<file path="src/rtl/maple_pkg.sv">
// Shared state encoding, framing constants and pattern helpers for the Maple
// bus transmitter.
package maple_pkg;

  typedef enum logic [2:0] {
    ST_IDLE  = 3'd0,
    ST_LOAD  = 3'd1,
    ST_START = 3'd2,
    ST_DATA  = 3'd3,
    ST_END   = 3'd4
  } state_e;

  localparam int START_TICKS   = 10;
  localparam int END_TICKS     = 6;
  localparam int TICKS_PER_BIT = 3;

  // {A,B} levels for one tick of the start pattern
  function automatic logic [1:0] start_level(input logic [3:0] tick);
    logic [1:0] lv;
    if (tick == 4'd0) begin
      lv = 2'b01;
    end else if (tick == 4'(START_TICKS - 1)) begin
      lv = 2'b11;
    end else begin
      lv = {1'b0, ~tick[0]};
    end
    return lv;
  endfunction

  // {A,B} levels for one tick of the end pattern
  function automatic logic [1:0] end_level(input logic [3:0] tick);
    logic [1:0] lv;
    if (tick == 4'd0) begin
      lv = 2'b10;
    end else if (tick == 4'(END_TICKS - 1)) begin
      lv = 2'b11;
    end else begin
      lv = {~tick[0], 1'b0};
    end
    return lv;
  endfunction

endpackage

</file>
<file path="src/rtl/maple_fifo.sv">
// Byte FIFO for maple_tx: synchronous write and pointer update, head word
// visible on rd_data_o; flush_i empties it in one cycle.
module maple_fifo #(
  parameter  int DEPTH = 16,
  localparam int AW    = $clog2(DEPTH)
) (
  input  logic          clk,
  input  logic          reset,
  input  logic          flush_i,
  input  logic          wr_en_i,
  input  logic [7:0]    wr_data_i,
  input  logic          rd_en_i,
  output logic [7:0]    rd_data_o,
  output logic          full_o,
  output logic          empty_o,
  output logic [AW:0]   count_o
);

  logic [7:0]    mem_q [DEPTH];
  logic [AW-1:0] wr_ptr_q;
  logic [AW-1:0] rd_ptr_q;
  logic [AW:0]   count_q;
  logic          wr_ok_s;
  logic          rd_ok_s;

  assign wr_ok_s   = wr_en_i && !full_o;
  assign rd_ok_s   = rd_en_i && !empty_o;
  assign full_o    = (count_q == (AW+1)'(DEPTH));
  assign empty_o   = (count_q == (AW+1)'(0));
  assign count_o   = count_q;
  assign rd_data_o = mem_q[rd_ptr_q];

  // Storage array; unread slots need no reset
  always_ff @(posedge clk) begin
    if (wr_ok_s) begin
      mem_q[wr_ptr_q] <= wr_data_i;
    end
  end

  // Pointers and occupancy
  always_ff @(posedge clk) begin
    if (reset || flush_i) begin
      wr_ptr_q <= AW'(0);
      rd_ptr_q <= AW'(0);
      count_q  <= (AW+1)'(0);
    end else begin
      if (wr_ok_s) begin
        wr_ptr_q <= wr_ptr_q + AW'(1);
      end
      if (rd_ok_s) begin
        rd_ptr_q <= rd_ptr_q + AW'(1);
      end
      case ({wr_ok_s, rd_ok_s})
        2'b10:   count_q <= count_q + (AW+1)'(1);
        2'b01:   count_q <= count_q - (AW+1)'(1);
        default: count_q <= count_q;
      endcase
    end
  end

endmodule

</file>
<file path="src/rtl/maple_tx.sv">
// Maple bus frame transmitter: buffers one frame, then drives the start
// pattern, 3-tick bit cells and end pattern on SDCKA/SDCKB.
// Optional feature macro: MAPLE_TX_CRC_EN appends an XOR checksum byte.
module maple_tx
  import maple_pkg::*;
#(
  parameter int DEPTH   = 16,
  parameter int CLK_DIV = 4
) (
  input  logic       clk,
  input  logic       reset,
  input  logic [7:0] s_data,
  input  logic       s_valid,
  input  logic       s_last,
  output logic       s_ready,
  output logic       sdcka_o,
  output logic       sdckb_o,
  output logic       busy,
  output logic       done,
  output logic       frame_err
);

  localparam int AW = $clog2(DEPTH);
  localparam int DW = $clog2(CLK_DIV);

  state_e        state_q, state_d;
  logic          last_q, last_d;
  logic [DW-1:0] div_q, div_d;
  logic [3:0]    tick_q, tick_d;
  logic [1:0]    phase_q, phase_d;
  logic [2:0]    bit_q, bit_d;
  logic [7:0]    byte_q, byte_d;
  logic          a_q, a_d;
  logic          b_q, b_d;
  logic          busy_q;
  logic          done_q, done_d;
  logic          err_q, err_d;

  logic          fifo_wr_s, fifo_rd_s, fifo_flush_s;
  logic          fifo_full_s, fifo_empty_s;
  logic [7:0]    fifo_head_s;
  logic [AW:0]   fifo_count_s;

  logic          accept_s, active_s, tick_s, more_s;
  logic          clk_lvl_s, dbit_s;
  logic [7:0]    src_s;
  logic [1:0]    cell_s;

`ifdef MAPLE_TX_CRC_EN
  logic [7:0]    crc_q, crc_d;
  logic          crc_pend_q, crc_pend_d;
`endif

  maple_fifo #(.DEPTH(DEPTH)) u_fifo (
    .clk       (clk),
    .reset     (reset),
    .flush_i   (fifo_flush_s),
    .wr_en_i   (fifo_wr_s),
    .wr_data_i (s_data),
    .rd_en_i   (fifo_rd_s),
    .rd_data_o (fifo_head_s),
    .full_o    (fifo_full_s),
    .empty_o   (fifo_empty_s),
    .count_o   (fifo_count_s)
  );

  // The ready-gate on last_q keeps the next frame out until this one starts
  assign s_ready  = !fifo_full_s &&
                    ((state_q == ST_IDLE) || ((state_q == ST_LOAD) && !last_q));
  assign accept_s = s_valid && s_ready;
  assign active_s = (state_q == ST_START) || (state_q == ST_DATA) || (state_q == ST_END);
  assign tick_s   = active_s && (div_q == DW'(0));

`ifdef MAPLE_TX_CRC_EN
  assign src_s  = fifo_empty_s ? crc_q : fifo_head_s;
  assign more_s = !fifo_empty_s || crc_pend_q;
`else
  assign src_s  = fifo_head_s;
  assign more_s = !fifo_empty_s;
`endif

  // Odd bit indices (7,5,3,1) clock on A; even ones clock on B
  assign clk_lvl_s = (phase_q != 2'd1);
  assign dbit_s    = ((bit_q == 3'd7) && (phase_q == 2'd0)) ? src_s[7] : byte_q[bit_q];
  assign cell_s    = bit_q[0] ? {clk_lvl_s, dbit_s} : {dbit_s, clk_lvl_s};

  // Frame sequencer: next state, FIFO control and line levels
  always_comb begin
    state_d      = state_q;
    last_d       = last_q;
    tick_d       = tick_q;
    phase_d      = phase_q;
    bit_d        = bit_q;
    byte_d       = byte_q;
    a_d          = a_q;
    b_d          = b_q;
    done_d       = 1'b0;
    err_d        = 1'b0;
    fifo_wr_s    = 1'b0;
    fifo_rd_s    = 1'b0;
    fifo_flush_s = 1'b0;
`ifdef MAPLE_TX_CRC_EN
    crc_d        = crc_q;
    crc_pend_d   = crc_pend_q;
`endif
    if (active_s) begin
      div_d = (div_q == DW'(CLK_DIV - 1)) ? DW'(0) : div_q + DW'(1);
    end else begin
      div_d = DW'(0);
    end

    case (state_q)
      ST_IDLE: begin
        if (accept_s) begin
          fifo_wr_s = 1'b1;
          last_d    = s_last;
          state_d   = ST_LOAD;
`ifdef MAPLE_TX_CRC_EN
          crc_d     = s_data;
`endif
        end else begin
          state_d = ST_IDLE;
        end
      end

      ST_LOAD: begin
        if (last_q) begin
          state_d = ST_START;
          last_d  = 1'b0;
          div_d   = DW'(0);
          tick_d  = 4'd0;
`ifdef MAPLE_TX_CRC_EN
          crc_pend_d = 1'b1;
`endif
        end else if (accept_s) begin
          fifo_wr_s = 1'b1;
          last_d    = s_last;
`ifdef MAPLE_TX_CRC_EN
          crc_d     = crc_q ^ s_data;
`endif
          // A frame that fills the FIFO without s_last can never be sent
          if (!s_last && (fifo_count_s == (AW+1)'(DEPTH - 1))) begin
            fifo_flush_s = 1'b1;
            err_d        = 1'b1;
            state_d      = ST_IDLE;
          end else begin
            state_d = ST_LOAD;
          end
        end else begin
          state_d = ST_LOAD;
        end
      end

      ST_START: begin
        if (tick_s) begin
          {a_d, b_d} = start_level(tick_q);
          if (tick_q == 4'(START_TICKS - 1)) begin
            state_d = ST_DATA;
            tick_d  = 4'd0;
            phase_d = 2'd0;
            bit_d   = 3'd7;
          end else begin
            tick_d = tick_q + 4'd1;
          end
        end else begin
          state_d = ST_START;
        end
      end

      ST_DATA: begin
        if (tick_s) begin
          {a_d, b_d} = cell_s;
          if ((phase_q == 2'd0) && (bit_q == 3'd7)) begin
            byte_d    = src_s;
            fifo_rd_s = !fifo_empty_s;
`ifdef MAPLE_TX_CRC_EN
            crc_pend_d = crc_pend_q && !fifo_empty_s;
`endif
          end else begin
            byte_d = byte_q;
          end
          if (phase_q != 2'(TICKS_PER_BIT - 1)) begin
            phase_d = phase_q + 2'd1;
          end else begin
            phase_d = 2'd0;
            if (bit_q != 3'd0) begin
              bit_d = bit_q - 3'd1;
            end else if (more_s) begin
              bit_d = 3'd7;
            end else begin
              state_d = ST_END;
              tick_d  = 4'd0;
            end
          end
        end else begin
          state_d = ST_DATA;
        end
      end

      ST_END: begin
        if (tick_s) begin
          {a_d, b_d} = end_level(tick_q);
          if (tick_q == 4'(END_TICKS - 1)) begin
            state_d = ST_IDLE;
            tick_d  = 4'd0;
            done_d  = 1'b1;
          end else begin
            tick_d = tick_q + 4'd1;
          end
        end else begin
          state_d = ST_END;
        end
      end

      default: begin
        state_d = ST_IDLE;
      end
    endcase
  end

  // State and output registers; reset aborts any frame with lines released
  always_ff @(posedge clk) begin
    if (reset) begin
      state_q    <= ST_IDLE;
      last_q     <= 1'b0;
      div_q      <= DW'(0);
      tick_q     <= 4'd0;
      phase_q    <= 2'd0;
      bit_q      <= 3'd0;
      byte_q     <= 8'd0;
      a_q        <= 1'b1;
      b_q        <= 1'b1;
      busy_q     <= 1'b0;
      done_q     <= 1'b0;
      err_q      <= 1'b0;
`ifdef MAPLE_TX_CRC_EN
      crc_q      <= 8'd0;
      crc_pend_q <= 1'b0;
`endif
    end else begin
      state_q    <= state_d;
      last_q     <= last_d;
      div_q      <= div_d;
      tick_q     <= tick_d;
      phase_q    <= phase_d;
      bit_q      <= bit_d;
      byte_q     <= byte_d;
      a_q        <= a_d;
      b_q        <= b_d;
      busy_q     <= (state_d == ST_START) || (state_d == ST_DATA) || (state_d == ST_END);
      done_q     <= done_d;
      err_q      <= err_d;
`ifdef MAPLE_TX_CRC_EN
      crc_q      <= crc_d;
      crc_pend_q <= crc_pend_d;
`endif
    end
  end

  assign sdcka_o   = a_q;
  assign sdckb_o   = b_q;
  assign busy      = busy_q;
  assign done      = done_q;
  assign frame_err = err_q;

endmodule

</file>
<file path="config.mk">
export PLATFORM = sky130hd
export DESIGN_NAME = maple_tx
export DESIGN_NICKNAME = d
export VERILOG_FILES = /design/src/rtl/maple_pkg.sv /design/src/rtl/maple_fifo.sv /design/src/rtl/maple_tx.sv
export SDC_FILE = /design/constraint.sdc
export NUM_CORES = 1
export LEC_CHECK = 0
export CAP_MARGIN = 20
export CELL_PAD_IN_SITES_DETAIL_PLACEMENT = 1
export CELL_PAD_IN_SITES_GLOBAL_PLACEMENT = 2
export CORE_MARGIN = 4
export CORE_UTILIZATION = 45
export CTS_CLUSTER_SIZE = 14
export DETAILED_ROUTE_END_ITERATION = 10
export HOLD_SLACK_MARGIN = 0.15
export PLACE_DENSITY = 0.8
export SYNTH_ARGS = -nofsm -noshare
export SYNTH_HDL_FRONTEND = slang
export SYNTH_SLANG_ARGS = --single-unit
export TNS_END_PERCENT = 5
</file>
<file path="constraint.sdc">
create_clock -name clk -period 3.5 [get_ports clk]
set_clock_uncertainty 0.1 [all_clocks]
set_input_delay 0.7 -clock clk [delete_from_list [all_inputs] [get_ports clk]]
set_output_delay 0.7 -clock clk [all_outputs]
set_load 0.005 [all_outputs]
</file>
After elaboration in Yosys (flattened, before gate mapping)
Memories as Yosys holds them, arrays and structs flattened. A register that Yosys moved wholly into a read port is not among the register bits.
Cells that the tools add are included.
Widths: inputs -> output; s select.

storage, ports and cells
  word-level logic and storage cells = 166
  flip-flop bits (word level) = 41
  bits in writable memories = 128
  input bits = 12
  memories kept = 1

memory list
  name          depth  width  rd ports  clocked after memory_dff  wr ports  line              RTL
  u_fifo.mem_q  16     8      1         1                         1         maple_fifo.sv:19  logic [7:0] mem_q [DEPTH];

operators by class
  magnitude comparators = 1
  mux-type cells = 75
  equality and inequality tests = 27
  reductions and logical operators = 36
  add/sub/neg operators = 8
  bitwise logic cells = 3

operator list
  cell                 count
  $mux 3               16
  $mux 4               11
  $mux 2               13
  $mux 1               25
  $ne 2x2->1 const B   9
  $pmux 4 s4           1
  $pmux 3 s5           1
  $add 4x1->4 const B  3
  $eq 3x2->1 const B   4
  $pmux 5 s2           1
  $eq 3x3->1 const B   3
  $logic_and 1x1->1    8
  $reduce_and 4->1     2
  $reduce_and 8->1     1
  $logic_or 1x1->1     6
  $pmux 1 s3           2
  $pmux 3 s2           1
  $reduce_and 6->1     1
  $reduce_bool 2->1    3
  $reduce_bool 3->1    2
  $add 5x1->5 const B  1
  $eq 5x4->1 const B   1
  $eq 5x5->1 const B   1
  $logic_not 5->1      1
  23 further kinds     33

Logic depth before layout (Yosys ltp)
  word-level depth = 11
  gate-level depth with buffers = 14

Modules after synthesis
A second synthesis with hierarchy kept.

unflattened totals
  cell total of the unflattened synthesis = 524
  area total of the unflattened synthesis = 7542.2 µm²

modules (own cells, without submodules)
  module      instances  sequential area each (µm²)  cells an instance  area an instance (µm²)
  maple_fifo  1          4184.0                      329                5851.9
  maple_tx    1          560.5                       195                1690.4

Worst setup path after synthesis
No wires, ideal clock.

  path kind = register to register
  start = reg state_q[2]
  end = reg u_fifo.count_q[4], in the netlist u_fifo.count_o[4]
  buffers on the path = 3
  setup slack = 570 ps
  clock period less this slack = 2930 ps
  required time = 3278 ps
  arrival = 2709 ps
  library setup time = 122 ps
  stages on the path, launching flop included = 15
  cell sequence = dfxtp_1 -> clkbuf_1 -> a211o_1 -> a211oi_1 -> buf_2 -> inv_1 -> ha_1 -> clkbuf_1 -> xor2_1 -> ha_1 -> a21oi_1 -> o22ai_1 -> a222oi_1 -> or3_1 -> a21oi_1

between the ends
  word-level cells in the longest chain between the ends = 11
  elaborated cells on any way between the ends = 27
  classes of those cells = 6 x eq/ne; 9 x mux; 12 x reduce/logical

RTL lines
  what                                                    line                              RTL
  start: declaration                                      maple_tx.sv:26                    state_e state_q, state_d;
  start signal: assignment                                maple_tx.sv:241                   state_q <= state_d;
  $eq 3x1->1                                              maple_tx.sv:69, maple_tx.sv:112
  $logic_and 1x1->1                                       maple_tx.sv:69                    ((state_q == ST_IDLE) || ((state_q == ST_LOAD) && !last_q));
  $logic_or 1x1->1                                        maple_tx.sv:69
  $logic_and 1x1->1                                       maple_tx.sv:68                    assign s_ready = !fifo_full_s &&
  $logic_and 1x1->1                                       maple_tx.sv:70                    assign accept_s = s_valid && s_ready;
  $mux 1                                                  maple_tx.sv:114, maple_tx.sv:135
  $mux 1                                                  maple_tx.sv:127                   if (last_q) begin
  $pmux 1 s2                                              maple_tx.sv:112                   case (state_q)
  $logic_and 1x1->1                                       maple_fifo.sv:26                  assign wr_ok_s = wr_en_i && !full_o;
  $eq 2x1->1 / $eq 2x2->1 (equally long branches)         maple_fifo.sv:53                  case ({wr_ok_s, rd_ok_s})
  $pmux 5 s2 / $reduce_bool 2->1 (equally long branches)  -
  end signal: assignment                                  maple_fifo.sv:54                  2'b10: count_q <= count_q + (AW+1)'(1);
  end signal: assignment                                  maple_fifo.sv:55                  2'b01: count_q <= count_q - (AW+1)'(1);
  end signal: assignment                                  maple_fifo.sv:56                  default: count_q <= count_q;
  end: declaration                                        maple_fifo.sv:22                  logic [AW:0] count_q;

Parallel ways exist; a longest one is shown, timed or not.
A chain may end at the register's enable or synchronous reset.

Worst setup path after layout
  start = reg div_q[0]
  end = reg u_fifo.count_q[4], in the netlist u_fifo.count_o[4]

between the ends
  word-level cells in the longest chain between the ends = 7
  elaborated cells on any way between the ends = 9
  classes of those cells = 2 x eq/ne; 3 x mux; 4 x reduce/logical

RTL lines
  what                                                    line              RTL
  start: declaration                                      maple_tx.sv:28    logic [DW-1:0] div_q, div_d;
  start signal: assignment                                maple_tx.sv:243   div_q <= div_d;
  $logic_not 2->1 (*)                                     maple_tx.sv:72    assign tick_s = active_s && (div_q == DW'(0));
  $logic_and 1x1->1 (*)                                   maple_tx.sv:72
  $mux 1 (*)                                              maple_tx.sv:171   if (tick_s) begin
  $mux 1 (*)                                              maple_tx.sv:112
  $logic_and 1x1->1 (*)                                   maple_fifo.sv:27  assign rd_ok_s = rd_en_i && !empty_o;
  $eq 2x1->1 / $eq 2x2->1 (equally long branches)         maple_fifo.sv:53
  $pmux 5 s2 / $reduce_bool 2->1 (equally long branches)  -

Every way passes the cells marked *; elsewhere a longest branch is shown, timed or not.

==> results.json <==
{
  "vias": 4291,
  "setup_slack_ns": 0.303,
  "grt_pass1_wl_mm": 25.9,
  "ys_ff_latch": 173,
  "core_mm2": 0.0160,
  "status": "finished, final reports clean",
  "synth.yosys.seq_area_share_pct": 64.2,
  "dr.pass1.iters": 5,
  "synthFlopType": "edfxtp_1",
  "clockRootBuffer": "clkbuf_16",
  "yosys.area.top_type": "edfxtp_1",
  "cts-hold-fix-buffers": 0,
  "p_clk_share_pct": 46.1,
  "relSlewSlack_pct": 53.7,
  "tns_ns": 0,
  "period_share_pct": 91.4,
  "intPower_w": 0.00359,
  "ys.warnings.count": 0,
  "clock-sinks": 173,
  "fmax_ghz": 0.313,
  "clk_transition_reported_paths_ns": 0.07,
  "grt_pass1_vias": 4525,
  "pwr-share-seq_pct": 49.8,
  "dieWidth_um": 136,
  "cts_made_buffers": 17,
  "cts_tree": "built",
  "drc_errors": 0,
  "vdd_drop_max_v": 0.000365,
  "nets": 557,
  "grt_antenna_before_repair": 0,
  "syn2layout_area_growth_pct": 15.4,
  "dp_hpwl_mm": 10.8,
  "postSynthCellCount": 495,
  "grt.overflow.total": 0,
  "yosysUniqueCellTypes": 63,
  "post_cts_buffers": 0,
  "drv_cap": 0,
  "dp_slack_ns": 0.0771,
  "syn_area_per_cell_um2": 14.9,
  "tightestPinTransition_ns": 0.694,
  "p_per_area_mw_per_mm2": 533,
  "grt_max_degree": 36,
  "gp_congestion": 0.740,
  "drive_gt1_share_pct": 19.4,
  "critPathArrivalTime_ns": 3.44,
  "end_kind": "flip-flop",
  "grt_setup_unrepaired": "no",
  "yosysMostFrequentCell": "edfxtp_1",
  "die_h_um": 136,
  "drv_slew": 0,
  "routed_wl_mm": 16.5,
  "cts_resized": 0,
  "cp.required_ns": 3.75,
  "async_reset_ff_share_pct": 0,
  "worstSetupPathType": "flip-flop to flip-flop",
  "clock_path_buffers": 2,
  "hold_viol_final": 0,
  "cellLeakagePower_nw": 2.79,
  "wire_per_inst_um": 21.7,
  "yosys.area.top_type_share_pct": 52.0,
  "synth_area_leaders": "edfxtp_1, dfxtp_1, mux4_2",
  "regArea_mm2": 0.00475,
  "startpoint_type": "flip-flop",
  "hold_path.class": "flip-flop to flip-flop",
  "fillCellCount": 1569,
  "layout_min_cycle_time_ns": 3.20,
  "grtUsageTotal_pct": 19.1,
  "htree_levels": 4,
  "clock_latency_ns": 0.43,
  "die-area_mm2": 0.0185,
  "synth_area_mm2": 0.00739,
  "p_sw_share_pct": 20.8,
  "rows": 46,
  "io_buffers": 17,
  "synth_common_cells": "edfxtp_1, dfxtp_1, nor2_1",
  "vias_per_cell": 5.67,
  "combPwrFrac_pct": 4.1,
  "ios": 18,
  "multi_input_area_mm2": 0.00244,
  "ant_nets": 0,
  "insertedDiodeCount": 0,
  "synth-edff-count": 128,
  "initial_core_util_pct": 46.2,
  "p_switching_w": 0.000947,
  "first_iter_violations": 372,
  "crit_fanout": 11,
  "setup_viol": 0,
  "syn_nets": 523
}
## cells by family after synthesis
logic type / count (synthesis) / share of synthesized area [%]
DFF: 173 / 64.2
and+or+nand+nor: 143 / 10.1
AOI/OAI and AO/OA: 63 / 5.93
muxes: 47 / 12.9
buffers and inverters: 42 / 2.78
adders and majority gates: 16 / 2.71
xor gates and xnor gates: 11 / 1.30
## power groups by stage
stage	Sequential, W	Combinational, W	Clock [W]
CTS	0.00226	0.000189	0.00214
floorplan	0.00229	0.000111	0
global placement	0.00230	0.000182	0
detailed placement	0.00231	0.000187	0
global route	0.00226	0.000207	0.00223
finish	0.00226	0.000185	0.00209
## layer usage
metal  share of wire (%)  vias up  global-route usage, %
met5                   0        -                      0
met4                0.84        0                   4.03
met3                 4.3       10                   5.00
met2                  51       88                   31.8
met1                  44     2225                   25.5
li1                    -     1968                      -
## final timing paths
kind                            startpoint           endpoint  slack (ns)  cells after the start
worst max-delay path              div_q[0]  u_fifo.count_o[4]        0.30                     12
worst min-delay path             byte_q[7]          byte_q[7]        0.36                      2
worst max register to register    div_q[0]  u_fifo.count_o[4]        0.30                     12
worst min register to register   byte_q[7]          byte_q[7]        0.36                      2
## sequential cells by signal (all words and copies together), names as in the netlist, named ones only
register	count
bit_q	3
busy	1
byte_q	8
div_q	2
done	1
frame_err	1
last_q	1
phase_q	2
sdcka_o	1
sdckb_o	1
state_q	3
tick_q	4
u_fifo.count_o	5
u_fifo.mem_q	128
u_fifo.rd_ptr_q	4
u_fifo.wr_ptr_q	4
## cell usage in the layout (no fill, tap or decap), drive strengths merged, types with 3 or more instances in the layout
cell type,instances
o22ai,4
bufinv,5
mux2i,7
nand2,31
xnor2,4
nand2b,12
mux4,38
nor4b,4
and2,3
nand3,4
nand3b,5
nor4,4
dfxtp,45
nor3b,3
o21ai,8
buf,25
clkbuf,17
or3,4
clkdlybuf4s50,17
edfxtp,128
inv,21
nor2,45
a311oi,3
a211oi,4
nor3,13
xor2,7
ha,16
clkinv,3
a21oi,20
nor2b,5
## area by class of cell
cell class | count | area share, %
inverter | 15 | 0.661
clock inverter | 14 | 2.70
multi-input combinational | 280 | 28.6
timing repair buffer | 42 | 4.20
clock buffer | 17 | 4.99
sequential | 173 | 55.7
tap | 216 | 3.17
## worst max-delay path: stages (launching register included)
cell and delay (ns):
dfxtp_1 0.33, inv_1 0.06, ha_1 0.35, nand4b_1 0.28, a211oi_2 0.33, ha_1 0.35, xor2_1 0.11, ha_1 0.19
a21oi_1 0.26, o22ai_1 0.15, a222oi_1 0.30, o21ai_0 0.15, a21oi_1 0.15
## through the flow
step	cell area [µm²]	total power (W)	std cells	utilization (%)	hold slack, ns
floorplan	7390	0.00240	495	-	0.328
global placement	7870	0.00248	726	49.2	0.335
detailed placement	7870	0.00249	726	49.2	0.347
CTS	8520	0.00459	757	53.3	0.357
global route	8520	0.00470	757	53.3	0.385
finish	8520	0.00454	757	53.3	0.357
(Power assumes the default switching activity.)
